[src/rtl/button_pkg.sv]
// Shared types for the button conditioner: per-channel gesture state encoding.
package button_pkg;

  typedef enum logic [1:0] {
    IDLE    = 2'd0,
    PRESSED = 2'd1,
    HELD    = 2'd2
  } btn_state_e;

endpackage

[src/rtl/button_channel.sv]
// One button channel: 2-flop synchronizer, debounce, press/hold/repeat FSM.
// release/repeat are SystemVerilog keywords, hence the _pulse port names.
module button_channel
  import button_pkg::*;
#(
  parameter int DEB_WIDTH  = 19,
  parameter int LONG_WIDTH = 25,
  parameter int REP_WIDTH  = 23
) (
  input  logic clk,
  input  logic reset,
  input  logic din,
  input  logic repeat_en,
  output logic level,
  output logic press,
  output logic release_pulse,
  output logic long_press,
  output logic repeat_pulse
);

  logic                  sync_meta, sync_q;
  logic [DEB_WIDTH-1:0]  deb_cnt, deb_cnt_d;
  logic [LONG_WIDTH-1:0] hold_cnt, hold_cnt_d;
  logic [REP_WIDTH-1:0]  rep_cnt, rep_cnt_d;
  btn_state_e            state, state_d;
  logic                  level_d, press_d, release_d, long_d, repeat_d;
  logic                  deb_fire, rise, fall;

  // A level change needs 2^DEB_WIDTH consecutive mismatching cycles.
  assign deb_fire = (sync_q != level) && (&deb_cnt);
  assign rise     = deb_fire && sync_q;
  assign fall     = deb_fire && !sync_q;

  always_comb begin
    // NOTE: every output gets a default first so no path leaves it unassigned (no latch).
    level_d    = level;
    deb_cnt_d  = deb_cnt + 1'b1;
    state_d    = state;
    hold_cnt_d = hold_cnt;
    rep_cnt_d  = rep_cnt;
    press_d    = rise;
    release_d  = fall;
    long_d     = 1'b0;
    repeat_d   = 1'b0;

    if (sync_q == level) begin
      deb_cnt_d = '0;
    end else if (deb_fire) begin
      level_d   = sync_q;
      deb_cnt_d = '0;
    end

    // A falling level wins over any hold or repeat event on the same edge.
    if (fall) begin
      state_d    = IDLE;
      hold_cnt_d = '0;
      rep_cnt_d  = '0;
    end else begin
      unique case (state)
        IDLE: begin
          if (rise) begin
            state_d    = PRESSED;
            hold_cnt_d = '0;
          end
        end
        PRESSED: begin
          hold_cnt_d = hold_cnt + 1'b1;
          if (&hold_cnt) begin
            state_d   = HELD;
            rep_cnt_d = '0;
            long_d    = 1'b1;
          end
        end
        HELD: begin
          if (repeat_en) begin
            rep_cnt_d = rep_cnt + 1'b1;
            repeat_d  = &rep_cnt;
          end else begin
            rep_cnt_d = '0;
          end
        end
        default: state_d = IDLE;
      endcase
    end
  end

  always_ff @(posedge clk) begin
    // NOTE: non-blocking assignments so every register samples pre-edge values.
    if (reset) begin
      sync_meta     <= 1'b0;
      sync_q        <= 1'b0;
      deb_cnt       <= '0;
      level         <= 1'b0;
      state         <= IDLE;
      hold_cnt      <= '0;
      rep_cnt       <= '0;
      press         <= 1'b0;
      release_pulse <= 1'b0;
      long_press    <= 1'b0;
      repeat_pulse  <= 1'b0;
    end else begin
      sync_meta     <= din;
      sync_q        <= sync_meta;
      deb_cnt       <= deb_cnt_d;
      level         <= level_d;
      state         <= state_d;
      hold_cnt      <= hold_cnt_d;
      rep_cnt       <= rep_cnt_d;
      press         <= press_d;
      release_pulse <= release_d;
      long_press    <= long_d;
      repeat_pulse  <= repeat_d;
    end
  end

endmodule

[src/rtl/button_conditioner.sv]
// N_BTN independent debounced buttons with press/release/long-press/repeat pulses.
module button_conditioner #(
  parameter int N_BTN      = 4,
  parameter int DEB_WIDTH  = 19,
  parameter int LONG_WIDTH = 25,
  parameter int REP_WIDTH  = 23
) (
  input  logic             clk,
  input  logic             reset,
  input  logic [N_BTN-1:0] din,
  input  logic [N_BTN-1:0] repeat_en,
  output logic [N_BTN-1:0] level,
  output logic [N_BTN-1:0] press,
  output logic [N_BTN-1:0] release_pulse,
  output logic [N_BTN-1:0] long_press,
  output logic [N_BTN-1:0] repeat_pulse
);

  for (genvar i = 0; i < N_BTN; i++) begin : g_ch
    button_channel #(
      .DEB_WIDTH (DEB_WIDTH),
      .LONG_WIDTH(LONG_WIDTH),
      .REP_WIDTH (REP_WIDTH)
    ) u_ch (
      .clk          (clk),
      .reset        (reset),
      .din          (din[i]),
      .repeat_en    (repeat_en[i]),
      .level        (level[i]),
      .press        (press[i]),
      .release_pulse(release_pulse[i]),
      .long_press   (long_press[i]),
      .repeat_pulse (repeat_pulse[i])
    );
  end

endmodule

[config.mk]
export PLATFORM = sky130hd
export DESIGN_NAME = button_conditioner
export DESIGN_NICKNAME = d
export VERILOG_FILES = /design/src/rtl/button_pkg.sv /design/src/rtl/button_channel.sv /design/src/rtl/button_conditioner.sv
export SDC_FILE = /design/constraint.sdc
export NUM_CORES = 1
export LEC_CHECK = 0
export CORE_MARGIN = 5
export CORE_UTILIZATION = 35
export DETAILED_ROUTE_END_ITERATION = 6
export PLACE_DENSITY = 0.59
export SYNTH_ARGS = -nofsm -noshare
export SYNTH_HDL_FRONTEND = slang
export SYNTH_SLANG_ARGS = --single-unit
[constraint.sdc]
create_clock -name clk -period 5.1 [get_ports clk]
set_input_delay 1.53 -clock clk [delete_from_list [all_inputs] [get_ports clk]]
set_output_delay 1.53 -clock clk [all_outputs]
set_load 0.05 [all_outputs]
==> results of run 1 <==
[sequential cells by signal, indices dropped and copies added (netlist names)]
name / flops
g_ch.u_ch.long_press: 4
g_ch.u_ch.level: 4
g_ch.u_ch.sync_meta: 4
g_ch.u_ch.state: 8
g_ch.u_ch.rep_cnt: 92
g_ch.u_ch.hold_cnt: 100
g_ch.u_ch.repeat_pulse: 4
g_ch.u_ch.press: 4
g_ch.u_ch.release_pulse: 4
g_ch.u_ch.sync_q: 4
g_ch.u_ch.deb_cnt: 76
[per-layer routing]
metal | part of all wire | vias to the layer above | global-route usage | wire (um)
li1 | - | 6479 | - | -
met1 | 0.49 | 6018 | 0.1947 | 16120
met2 | 0.45 | 175 | 0.2303 | 14800
met3 | 0.041 | 37 | 0.03056 | 1340
met4 | 0.015 | 0 | 0.03686 | 476
met5 | 0 | - | 0 | 0
[stage by stage]
step	cell area (um2)	total power, mW	worst slack (ns)	hold WS (ns)
after floorplan	14440	2.470	2.595	0.4138
after global placement	15060	2.494	1.480	0.4331
after detailed placement	15060	2.494	1.492	0.4368
after CTS	16450	5.473	1.684	0.4450
after global routing	16450	5.573	1.631	0.4567
final	16450	5.378	1.712	0.4433
[final timing paths]
path	startpoint	endpoint	slack (ns)
max	g_ch[0].u_ch.level	level[0]	1.71
min	g_ch[3].u_ch.deb_cnt[0]	g_ch[3].u_ch.deb_cnt[0]	0.44
max reg2reg	g_ch[3].u_ch.deb_cnt[3]	g_ch[3].u_ch.rep_cnt[13]	2.00
min reg2reg	g_ch[3].u_ch.deb_cnt[0]	g_ch[3].u_ch.deb_cnt[0]	0.44
[cell families (layout without fill, tap and decap cells)]
| family | Yosys count | after routing |
|---|---|---|
| buffers and inverters | 133 | 139 |
| DFF | 304 | 304 |
| muxes | 7 | 7 |
| adders and majority gates | 12 | 12 |
| AOI/OAI and AO/OA | 414 | 414 |
| and+or+nand+nor | 828 | 828 |
| xor gates and xnor gates | 86 | 86 |
[layout make-up]
cell class,count,area (um2)
fill,4013,24380
multi-input combinational,1347,7791
sequential,304,6086
clock buffer,52,1072
tap,532,665.6
timing repair buffer,48,432.9
clock inverter,16,317.8
inverter,23,86.33
[cell usage in the layout, fill, tap and decap left out, drive strengths merged, types with 30 or more instances in the layout]
| master | count |
|---|---|
| and3 | 52 |
| or3 | 37 |
| nand2 | 110 |
| clkbuf | 52 |
| a31oi | 51 |
| xnor2 | 42 |
| nor3 | 70 |
| xor2 | 44 |
| nor2 | 230 |
| a211oi | 30 |
| dfxtp | 304 |
| o21ai | 85 |
| nand4 | 68 |
| a21oi | 169 |
| nand3 | 112 |
[where the power goes]
group | total, mW | switching [mW] | internal [mW]
logic | 0.0598 | 0.0434 | 0.0164
registers | 2.38 | 0.00241 | 2.38
clock network | 2.94 | 1.05 | 1.88
total | 5.38 | 1.10 | 4.28
==> metrics.cfg, run 1 <==
[yosys]
yosysMostFrequentCell=dfxtp_1
synth_fa_ha_area_frac=0.01040
syn_avg_cell_area_um2=8.094
ys_types=65
yosys_warnings=0
synth_xor_area_frac=0.05216
synth_top_area_cell=dfxtp_1
synth-compound-area-share=0.1709
synthTopCellsByCount=304 x dfxtp_1, 230 x nor2_1, 168 x a21oi_1
synth_top_family_by_area=simple AND/OR/NAND/NOR gates
yosys-top-cells-area=dfxtp_1 42%, nor2_1 6.0%, a21oi_1 5.8%, nand3_1 3.9%, nand4_1 2.9%
syn_inst=1784
synth_area_um2=14440
synth-seq-cells=304
synthMuxAreaShare=0.004939
yosysTopAreaCellShare=0.4215
async_reset_ff_frac=0
synth-edff-count=0
synth_nets=1806
synth_ff_type=dfxtp_1
synthSimpleGateAreaFrac=0.2989
yosysSeqAreaShare=0.4215

[global_route]
grt_max_degree=48
grt_pass1_wl_mm=56.28
overflow=0
antenna_found_initial=0
grt_pass1_vias=11860
track_usage=0.1426

[floorplanning]
ios=30
std_cell_rows=74
start_util=0.3536
die_area_um2=45420
die_x_um=213.1
core_area_um2=40830
fp.dieH_um=213.1

[clocking]
insertion_delay_ns=0.55
cts_tree=yes
postCtsResizedCells=0
numCtsBuffers=37
path_clk_slew_ns=0.06
clockBufferDepth=3
htreeDepth=2
hold_buffers=0
cts_setup_buffers=0
cts.sinks=304
cts-root-buf=clkbuf_16

[worst_setup_path]
worst-path-buf-inv=1
cpLargestDelayFamily=buffers and inverters
worst-r2r-cell-count=6
crit_path_max_fanout=6
end_kind=output port
slowest_delay_ns=0.87
start_kind=register
crit_arrival_ns=1.86
cp_cell_sequence=clkdlybuf4s50_1
critPathRequiredTime_ns=3.57
critical_path_class=reg2out
cp_num_cells=1
slowest_stage=clkdlybuf4s50_1

[sta]
fin_crit_sh=0.6642
fmax_mhz=295.2
slew_violations=0
hold_violations=0
finClkSkew_ns=0.01853
min_period_ns=3.388
setup_violations=0
slew_headroom=0.1695
grt_setup_unrepaired=false
worst_pin_slew_ns=1.242
fin_setup_tns_ns=0

[pwr]
p_per_area_nw_per_um2=326.9
leakagePower_nw=5.177
vdd.ir_drop.worst_uv=190.0

[hold_path]
hold_class=reg2reg
holdPathStages=1

[drt]
wl_mm=32.73
routed_via_density=5.473
first_iter_violations=875
dr.pass1.iters=5
vias=12710
wl_per_cell_um=14.10
drc=0
ant_nets=0

[flow_run]
maxCapViolCount=0

[final_layout]
areaGrowthSynthToFinish_pct=13.93
final-instance-count-excl-fill=2322
antenna_cells=0
fin_nets=1783
drive_above_1_share=0.06257
fin_util=0.4029

[placement]
place_congestion=0.7967
place_inst=2254
numPortBuffers=29
hpwlAfterDp_mm=20.93

[run_status]
outcome=finished, final reports clean

No activity file was read; power rests on OpenSTA's default activity.
==> run 2: changes to the inputs <==
Settings changed: PLACE_DENSITY 0.59 to 0.61.
Clock period 5.1 ns to 2.9 ns, I/O delays scaled along.
==> metrics.cfg, run 2 (synthesis results as in run 1) <==
[worst_setup_path]
cpLargestDelayFamily=buffers and inverters
end_kind=output port
critPathRequiredTime_ns=2.03  ; -1.54 ns
r2r-start=g_ch[0].u_ch.deb_cnt[0]
critical_path_class=reg2out
slowest_delay_ns=0.85  ; -0.02 ns
cp_cell_sequence=clkdlybuf4s50_1
crit_path_max_fanout=4  ; -2
crit_arrival_ns=1.84  ; -0.02 ns
worst-path-buf-inv=1  ; unchanged
start_kind=register
cp_num_cells=1  ; unchanged
slowest_stage=clkdlybuf4s50_1
startpoint=g_ch[2].u_ch.level
worst-r2r-cell-count=6  ; unchanged

[floorplanning]
std_cell_rows=74  ; unchanged
die_area_um2=45420  ; unchanged
ios=30  ; unchanged
core_area_um2=40830  ; unchanged
fp.dieH_um=213.1  ; unchanged
die_x_um=213.1  ; unchanged
start_util=0.3536  ; unchanged

[final_layout]
final_common_cell=dfxtp_1
nFillCells=4042  ; +0.72%
areaGrowthSynthToFinish_pct=15.84
fin_nets=1820  ; +2.1%
drive_above_1_share=0.08164  ; +0.01907
design_area_um2=16730  ; +1.7%
reg_top3=g_ch.u_ch.hold_cnt (100), g_ch.u_ch.rep_cnt (92), g_ch.u_ch.deb_cnt (76)
multi_input_area_um2=7784  ; about the same
final_cell_mix=304 x dfxtp_1, 230 x nor2_1, 168 x a21oi_1, 112 x nand3_1, 110 x nand2_1
top_register=g_ch.u_ch.hold_cnt
largest_register_ffs=100  ; unchanged
seqCellArea_um2=6086  ; unchanged
antenna_cells=0  ; unchanged

[hold_path]
holdPathStages=1  ; unchanged
hold_class=reg2reg
hold_path.startpoint=g_ch[3].u_ch.sync_meta

[global_route]
grt_max_degree=35  ; -27%
grt_pass1_wl_mm=56.86  ; +1.0%
track_usage=0.1437  ; +0.001112
grt_pass1_vias=12050  ; +1.6%
antenna_found_initial=0  ; unchanged
overflow=0  ; unchanged

[sta]
fin_crit_sh=0.9341
setup_violations=0  ; unchanged
fin_hold_ws_ns=0.4127  ; -0.03056 ns
finClkSkew_ns=0.02733  ; +0.008802 ns
min_period_ns=2.709
fin_setup_tns_ns=0  ; unchanged
slew_headroom=0.3782  ; +0.2088
worst_pin_slew_ns=0.9241  ; -0.3177 ns
grt_setup_unrepaired=false
fin_ws_ns=0.1911  ; -1.521 ns
slew_violations=0  ; unchanged
fmax_mhz=369.2
hold_violations=0  ; unchanged

[drt]
first_iter_violations=801  ; -8.5%
vias=13000  ; +2.3%
routed_via_density=5.515  ; +0.76%
wl_mm=32.91  ; +0.55%
wl_per_cell_um=13.96  ; -0.95%
ant_nets=0  ; unchanged
drc=0  ; unchanged
dr.pass1.iters=5  ; unchanged

[flow_run]
maxCapViolCount=0  ; unchanged

[clocking]
postCtsResizedCells=0  ; unchanged
cts_tree=yes
clockBufferDepth=3  ; unchanged
htreeDepth=2  ; unchanged
hold_buffers=0  ; unchanged
cts_setup_buffers=0  ; unchanged
path_clk_slew_ns=0.06  ; about the same
cts.sinks=304  ; unchanged
cts-root-buf=clkbuf_16
numCtsBuffers=38  ; +2.7%
insertion_delay_ns=0.55  ; about the same

[pwr]
p_per_area_nw_per_um2=558.3  ; +71%
leakagePower_nw=5.370  ; +3.7%
vdd.ir_drop.worst_uv=370.6  ; +95%

[run_status]
outcome=finished, final reports clean

[placement]
dpl_worst_slack_ns=0.4009  ; -1.091 ns
hpwlAfterDp_mm=21.36  ; +2.0%
place_congestion=0.7796  ; -2.1%
numPortBuffers=29  ; unchanged
placed_cell_area_um2=15370  ; +2.1%

-- run 2: changes by cell type in the layout (fill, tap and decap cells not counted), sizes merged --
cell / before / now
inv: 25 / 23
bufinv: 8 / 5
clkinv: 3 / 8
clkinvlp: 3 / 2
buf: 19 / 55
-- run 2: area by class of cell --
class	instances	area share
Multi-Input combinational cell	1347	0.4653
Sequential cell	304	0.3638
Clock buffer	52	0.06725
Timing Repair Buffer	84	0.04503
Tap cell	532	0.03979
Clock inverter	15	0.01361
Inverter	23	0.005161
-- run 2: final timing paths --
kind                                             endpoint  slack (ns)
worst max-delay path                             level[2]        0.19
worst min register to register        g_ch[3].u_ch.sync_q        0.41
worst min-delay path                  g_ch[3].u_ch.sync_q        0.41
worst max register to register  g_ch[0].u_ch.hold_cnt[14]        0.42
-- run 2: per-layer routing --
metal / global-route usage / vias up / routed length (um)
met4: 0.04591 / 0 / 689
met5: 0 / - / 0
met1: 0.1924 / 6162 / 15730
met2: 0.2342 / 230 / 15140
li1: - / 6554 / -
met3: 0.02836 / 53 / 1343
-- run 2: power by group --
group / switching [mW] / internal [mW] / leakage, nW
clock: 1.87 / 3.16 / 0.664
sequential: 0.00372 / 4.18 / 2.45
combinational: 0.0760 / 0.0414 / 2.26
total: 1.95 / 7.39 / 5.37
-- run 2: metrics by stage --
stage               power (mW)  cells    util
floorplan                4.343   1784       -
global placement         4.397   2290  0.3765
detailed placement       4.399   2290  0.3765
CTS                      9.504   2357  0.4097
global route             9.662   2357  0.4097
finish                   9.339   2357  0.4097
